--- src/rtl/pri_req_arbiter.sv ---
// pri_req_arbiter
//   Shares one downstream resource among eight active-low requesters.
//   A winner is picked in IDLE and registered. Its grant is held in GRANT
//   until the owner strobes iDone. One RELEASE cycle then separates that
//   grant from the next arbitration.
//
//   Fixed priority is used by default: the highest active index wins.
//   Define ARB_ROUND_ROBIN_EN to rotate the search order instead. The search
//   then starts just below the last granted index and checks that index last.
//
// Ports
//   iClk      in   clock, rising edge
//   iRst_n    in   asynchronous active-low reset
//   iReq_n    in   [7:0] request lines, active-low, level-sensitive
//   iEI       in   inhibit; 1 blocks new grants
//   iDone     in   completion strobe from the owner, honoured only in GRANT
//   oGnt_n    out  [7:0] one-hot active-low grant, 8'hFF when no grant
//   oId       out  [2:0] index of the current owner, 0 when idle
//   oBusy     out  1 while in GRANT
//   oEO       out  enable-out: IDLE with no inhibit and no request (combinational)
//   oCnt      out  [7:0] completed-grant count, wraps 255 -> 0
//   oState    out  [1:0] FSM state for observation (0 IDLE, 1 GRANT, 2 RELEASE)
module pri_req_arbiter (
    input  logic       iClk,
    input  logic       iRst_n,
    input  logic [7:0] iReq_n,
    input  logic       iEI,
    input  logic       iDone,
    output logic [7:0] oGnt_n,
    output logic [2:0] oId,
    output logic       oBusy,
    output logic       oEO,
    output logic [7:0] oCnt,
    output logic [1:0] oState
);

    typedef enum logic [1:0] {
        ST_IDLE    = 2'd0,
        ST_GRANT   = 2'd1,
        ST_RELEASE = 2'd2
    } state_e;

    state_e     state_q, state_d;
    logic [7:0] gnt_n_q, gnt_n_d;
    logic [2:0] id_q, id_d;
    logic       busy_q, busy_d;
    logic [7:0] cnt_q, cnt_d;
    logic [2:0] win;
    logic       any_req;

    assign any_req = (iReq_n != 8'hFF);

`ifdef ARB_ROUND_ROBIN_EN
    logic [2:0] ptr_q, ptr_d;
    logic [2:0] cand;

    // The loop runs from the farthest offset toward the nearest. Each hit
    // overrides the previous one, so the nearest offset below the pointer
    // wins. Offset 8 wraps to the pointer itself, which makes it the last
    // choice.
    always_comb begin
        win  = 3'd0;
        cand = 3'd0;
        for (int off = 8; off >= 1; off--) begin
            cand = ptr_q - 3'(off);
            if (!iReq_n[cand]) begin
                win = cand;
            end
        end
    end
`else
    // Ascending scan: a later (higher) active index overrides an earlier one.
    always_comb begin
        win = 3'd0;
        for (int i = 0; i < 8; i++) begin
            if (!iReq_n[i]) begin
                win = 3'(i);
            end
        end
    end
`endif

    always_comb begin
        state_d = state_q;
        gnt_n_d = gnt_n_q;
        id_d    = id_q;
        busy_d  = busy_q;
        cnt_d   = cnt_q;
`ifdef ARB_ROUND_ROBIN_EN
        ptr_d   = ptr_q;
`endif
        unique case (state_q)
            ST_IDLE: begin
                if (!iEI && any_req) begin
                    state_d = ST_GRANT;
                    gnt_n_d = ~(8'h01 << win);
                    id_d    = win;
                    busy_d  = 1'b1;
`ifdef ARB_ROUND_ROBIN_EN
                    ptr_d   = win;
`endif
                end
            end
            ST_GRANT: begin
                // The grant is held regardless of iReq_n or iEI. Only the
                // owner's iDone ends it.
                if (iDone) begin
                    state_d = ST_RELEASE;
                    gnt_n_d = 8'hFF;
                    id_d    = 3'd0;
                    busy_d  = 1'b0;
                    cnt_d   = cnt_q + 8'd1;
                end
            end
            ST_RELEASE: begin
                state_d = ST_IDLE;
            end
            default: begin
                state_d = ST_IDLE;
                gnt_n_d = 8'hFF;
                id_d    = 3'd0;
                busy_d  = 1'b0;
            end
        endcase
    end

    always_ff @(posedge iClk or negedge iRst_n) begin
        if (!iRst_n) begin
            state_q <= ST_IDLE;
            gnt_n_q <= 8'hFF;
            id_q    <= 3'd0;
            busy_q  <= 1'b0;
            cnt_q   <= 8'h00;
        end else begin
            state_q <= state_d;
            gnt_n_q <= gnt_n_d;
            id_q    <= id_d;
            busy_q  <= busy_d;
            cnt_q   <= cnt_d;
        end
    end

`ifdef ARB_ROUND_ROBIN_EN
    always_ff @(posedge iClk or negedge iRst_n) begin
        if (!iRst_n) begin
            ptr_q <= 3'd0;
        end else begin
            ptr_q <= ptr_d;
        end
    end
`endif

    assign oGnt_n = gnt_n_q;
    assign oId    = id_q;
    assign oBusy  = busy_q;
    assign oCnt   = cnt_q;
    assign oState = state_q;
    assign oEO    = (state_q == ST_IDLE) && !iEI && !any_req;

endmodule

--- config.mk ---
export PLATFORM = sky130hd
export DESIGN_NAME = pri_req_arbiter
export DESIGN_NICKNAME = d
export VERILOG_FILES = /design/src/rtl/pri_req_arbiter.sv
export SDC_FILE = /design/constraint.sdc
export NUM_CORES = 1
export LEC_CHECK = 0
export CAP_MARGIN = 40
export CORE_ASPECT_RATIO = 0.9
export CORE_MARGIN = 4
export CORE_UTILIZATION = 45
export CTS_BUF_LIST = sky130_fd_sc_hd__clkbuf_8
export CTS_CLUSTER_SIZE = 14
export DETAILED_ROUTE_END_ITERATION = 8
export PLACE_DENSITY = 0.81
export SLEW_MARGIN = 20
export SYNTH_ARGS = -nofsm -noshare
export SYNTH_HDL_FRONTEND = slang
export SYNTH_SLANG_ARGS = --single-unit
--- constraint.sdc ---
create_clock -name iClk -period 2 [get_ports iClk]
set_input_delay 0.3 -clock iClk [delete_from_list [all_inputs] [get_ports iClk]]
set_output_delay 0.3 -clock iClk [all_outputs]
set_load 0.03 [all_outputs]
==> flow_summary_export.csv, run 1 <==
group,metric,value,unit
run_status,outcome,"finished clean",
floorplan,rows,15,
sta,worst_slew_pin_slew,471,ps
sta,setup_viol,0,
synth,synthTopCellsByArea,"dfrtp_1, dfstp_2, nand2_1, xor2_1, o22a_1",
floorplan,core,0.00199,mm²
detailed_routing,drtIter0Drc,8,
clock_tree,cts_tree,"done",
sta,rsz0062_at_grt,"false",
place,portBuffers,34,
clock_tree,h-tree-depth,1,
clock_tree,hold_buffers,0,
sta,fin_tns_setup,0,ps
critical_path,critPathKind,"in -> out",
cells_and_area,drive_gt1_frac,0.216,
detailed_routing,detail-route-antenna-nets,0,
synth,synth-edff-count,0,
pwr,seqPwrFrac,0.363,
sta,fin_crit,1950,ps
grt,grtUsageTotal,0.166,
cells_and_area,syn2layout_area_growth,51.2,%
cells_and_area,num_antenna_cells,0,
pwr,pwr-share-clk,0.226,
clock_tree,root_buffer,"clkbuf_8",
synth,synth.largest_area_cell,"dfrtp_1",
critical_path,crit_required,1700,ps
clock_tree,clk_pin_slew_worst_paths,80,ps
pwr,internal_power,1.17,mW
sta,hold_violations,0,
cells_and_area,nets,148,
sta,relSlewSlack,0.685,
critical_path,arrival,1650,ps
pwr,sw_frac_of_total,0.357,
detailed_routing,totalWireLength,2210,µm
synth,ys_seq_area_frac,0.572,
synth,synth_ff_type,"dfrtp_1",
sta,clock.fmax,513,MHz
floorplan,die_h,52.3,µm
critical_path,worstPathMaxFanout,4,
place,post-dp-hpwl,1730,µm
cells_and_area,stdcell_count,159,
clock_tree,ctsLongestPathBuffers,2,
synth,synthArstFlopShare,1.00,
clock_tree,clkLatencyLatePin,270,ps
place,gp_congestion,0.825,
pwr,power,1.82,mW
min_path,min_path_type,"in -> async",
synth,yosysWarningCount,0,
detailed_routing,detailedRoute.firstPassIterationCount,4,
synth,synth_nets,102,
grt,antenna_found_initial,0,
grt,grt_max_degree,23,
detailed_routing,vias,833,
grt,grt_pass1_vias,774,
pwr,peakVddDrop,0.770,mV
grt,grt_pass1_wl,3680,µm
pwr,p_per_area,1230,mW/mm²
place,dp_cells,152,
sta,drv_slew,0,
synth,synth_area,980,µm²
pwr,total_leakage_power,0.645,nW
run,max-cap-violations,0,
critical_path,endpoint_kind,"output pin",
floorplan,initial_core_util,0.492,
sta,min_period_over_period,0.974,
synth,ys_seq_elements,22,
cells_and_area,final_area,0.00148,mm²
pwr,p_switching,0.649,mW
detailed_routing,drc_errors,0,
pwr,comb_power_share,0.411,
grt,grt_overflow_total,0,
floorplan,die_w,57.2,µm
synth,synthDistinctLibCells,32,
synth,synth_top_area_share,0.358,
clock_tree,clkSinkCount,22,
sta,finClkSkew,6.77,ps
synth,avgSynthCellArea,11.0,µm²
cells_and_area,post-route-util,0.745,
floorplan,io_pins,35,
detailed_routing,routedWlPerCell,13.9,µm
critical_path,worst_setup_path_start_kind,"input pin",
synth,synthCells,89,
place,place_area,0.00138,mm²
detailed_routing,avgViaCountPerCell,5.24,
floorplan,dieArea,0.00299,mm²
clock_tree,cts_buffers,3,
## cells in the mapped netlist, types with 2 or more instances
cell type   n
inv_1       6
dfrtp_1    14
xnor2_1     3
o21ai_0     5
nand3_1     2
o22a_1      3
nand2b_1    2
o22ai_1     2
nor2_1      6
dfstp_2     8
nand2_1    12
xor2_1      4
a31oi_1     3
## per-stage QoR
stage	hold WS, ps	setup WS [ps]
after floorplan	4.41	99.1
after global placement	461	35.1
after detailed placement	464	8.25
after CTS	373	6.94
after global routing	390	4.21
final	369	51.6
## per-layer routing
layer,vias up,share of wire,GRT usage,routed length [µm]
met5,-,0,0,0
met4,0,0.028,0.0927,62
met3,7,0.054,0.0517,120
met2,24,0.49,0.278,1090
met1,396,0.42,0.190,936
li1,406,-,-,-
## placed cells by master, fill, tap and decap left out, types with 2 or more instances in the layout
| cell type | count |
|---|---|
| nand3_1 | 2 |
| xnor2_1 | 3 |
| inv_1 | 6 |
| o22a_1 | 3 |
| clkdlybuf4s50_1 | 32 |
| a31oi_1 | 3 |
| clkbuf_8 | 3 |
| xor2_1 | 4 |
| nor2_1 | 5 |
| o22ai_1 | 2 |
| nand2b_1 | 2 |
| dfstp_2 | 8 |
| buf_4 | 8 |
| o21ai_0 | 5 |
| dfrtp_1 | 13 |
| nand2_1 | 12 |
## final timing paths
kind / startpoint / endpoint / slack, ps / depth (start not counted)
max: iReq_n[2] / oEO / 50 / 5
min: iRst_n / oId[2] / 370 / 2
max reg2reg: oState[0] / oGnt_n[3] / 400 / 3
min reg2reg: oCnt[7] / oCnt[7] / 470 / 1
max in group asynchronous: iRst_n / oGnt_n[4] / 1350 / 2
min in group iClk: oCnt[7] / oCnt[7] / 470 / 1
## worst max-delay path, stage by stage
cell and delay [ps]:
clkdlybuf4s50_1 500, and4_1 210, or3b_4 400, nor2_2 100
buf_6 140
## timing repair
action	4_1_cts	5_1_grt
gates resized for setup	0	5
buffers inserted	0	3
setup endpoints to repair	0	1
## state kept, by name (all words and copies together) (netlist names)
register	flops
oCnt	8
oGnt_n	8
oId	3
oState	2
oBusy	1
## power groups by stage
stage	clock [mW]	combinational (mW)	sequential, mW
finish	0.411	0.747	0.660
floorplan	0	0.205	0.882
global placement	0	0.717	0.660
CTS	0.423	0.732	0.660
detailed placement	0	0.730	0.665
global route	0.443	0.797	0.679
## final cells by class
| cell class | instances | area [µm²] |
|---|---|---|
| clock inverters | 1 | 30.0 |
| well taps | 25 | 31.3 |
| clock buffers | 3 | 41.3 |
| repair buffers | 42 | 404 |
| inverters | 6 | 22.5 |
| multi-input cells | 60 | 390 |
| fillers | 153 | 508 |
| flip-flops and latches | 22 | 562 |
## kinds of logic (layout without fill, tap and decap cells)
| kind of cell | count (synthesis) | in the layout | share of synthesized area |
|---|---|---|---|
| flops | 22 | 22 | 0.572 |
| fa+ha+maj | 1 | 1 | 0.0128 |
| simple gates | 33 | 33 | 0.176 |
| xor+xnor | 7 | 7 | 0.0626 |
| mux | 1 | 1 | 0.0115 |
| buf+inv | 7 | 52 | 0.0345 |
| compound gates | 18 | 18 | 0.130 |
Note: power is estimated with default switching activity, not from simulation.
==> run 2, diff against run 1 <==
TNS_END_PERCENT = 5   (was not set)
==> results of run 2 <==
Final layout, timing and power as in run 1 (identical DEF).
==> run 3, diff against run 2 <==
TNS_END_PERCENT = 30   (was 5)
==> results of run 3 <==
Final layout, timing and power as in run 1 (identical DEF).
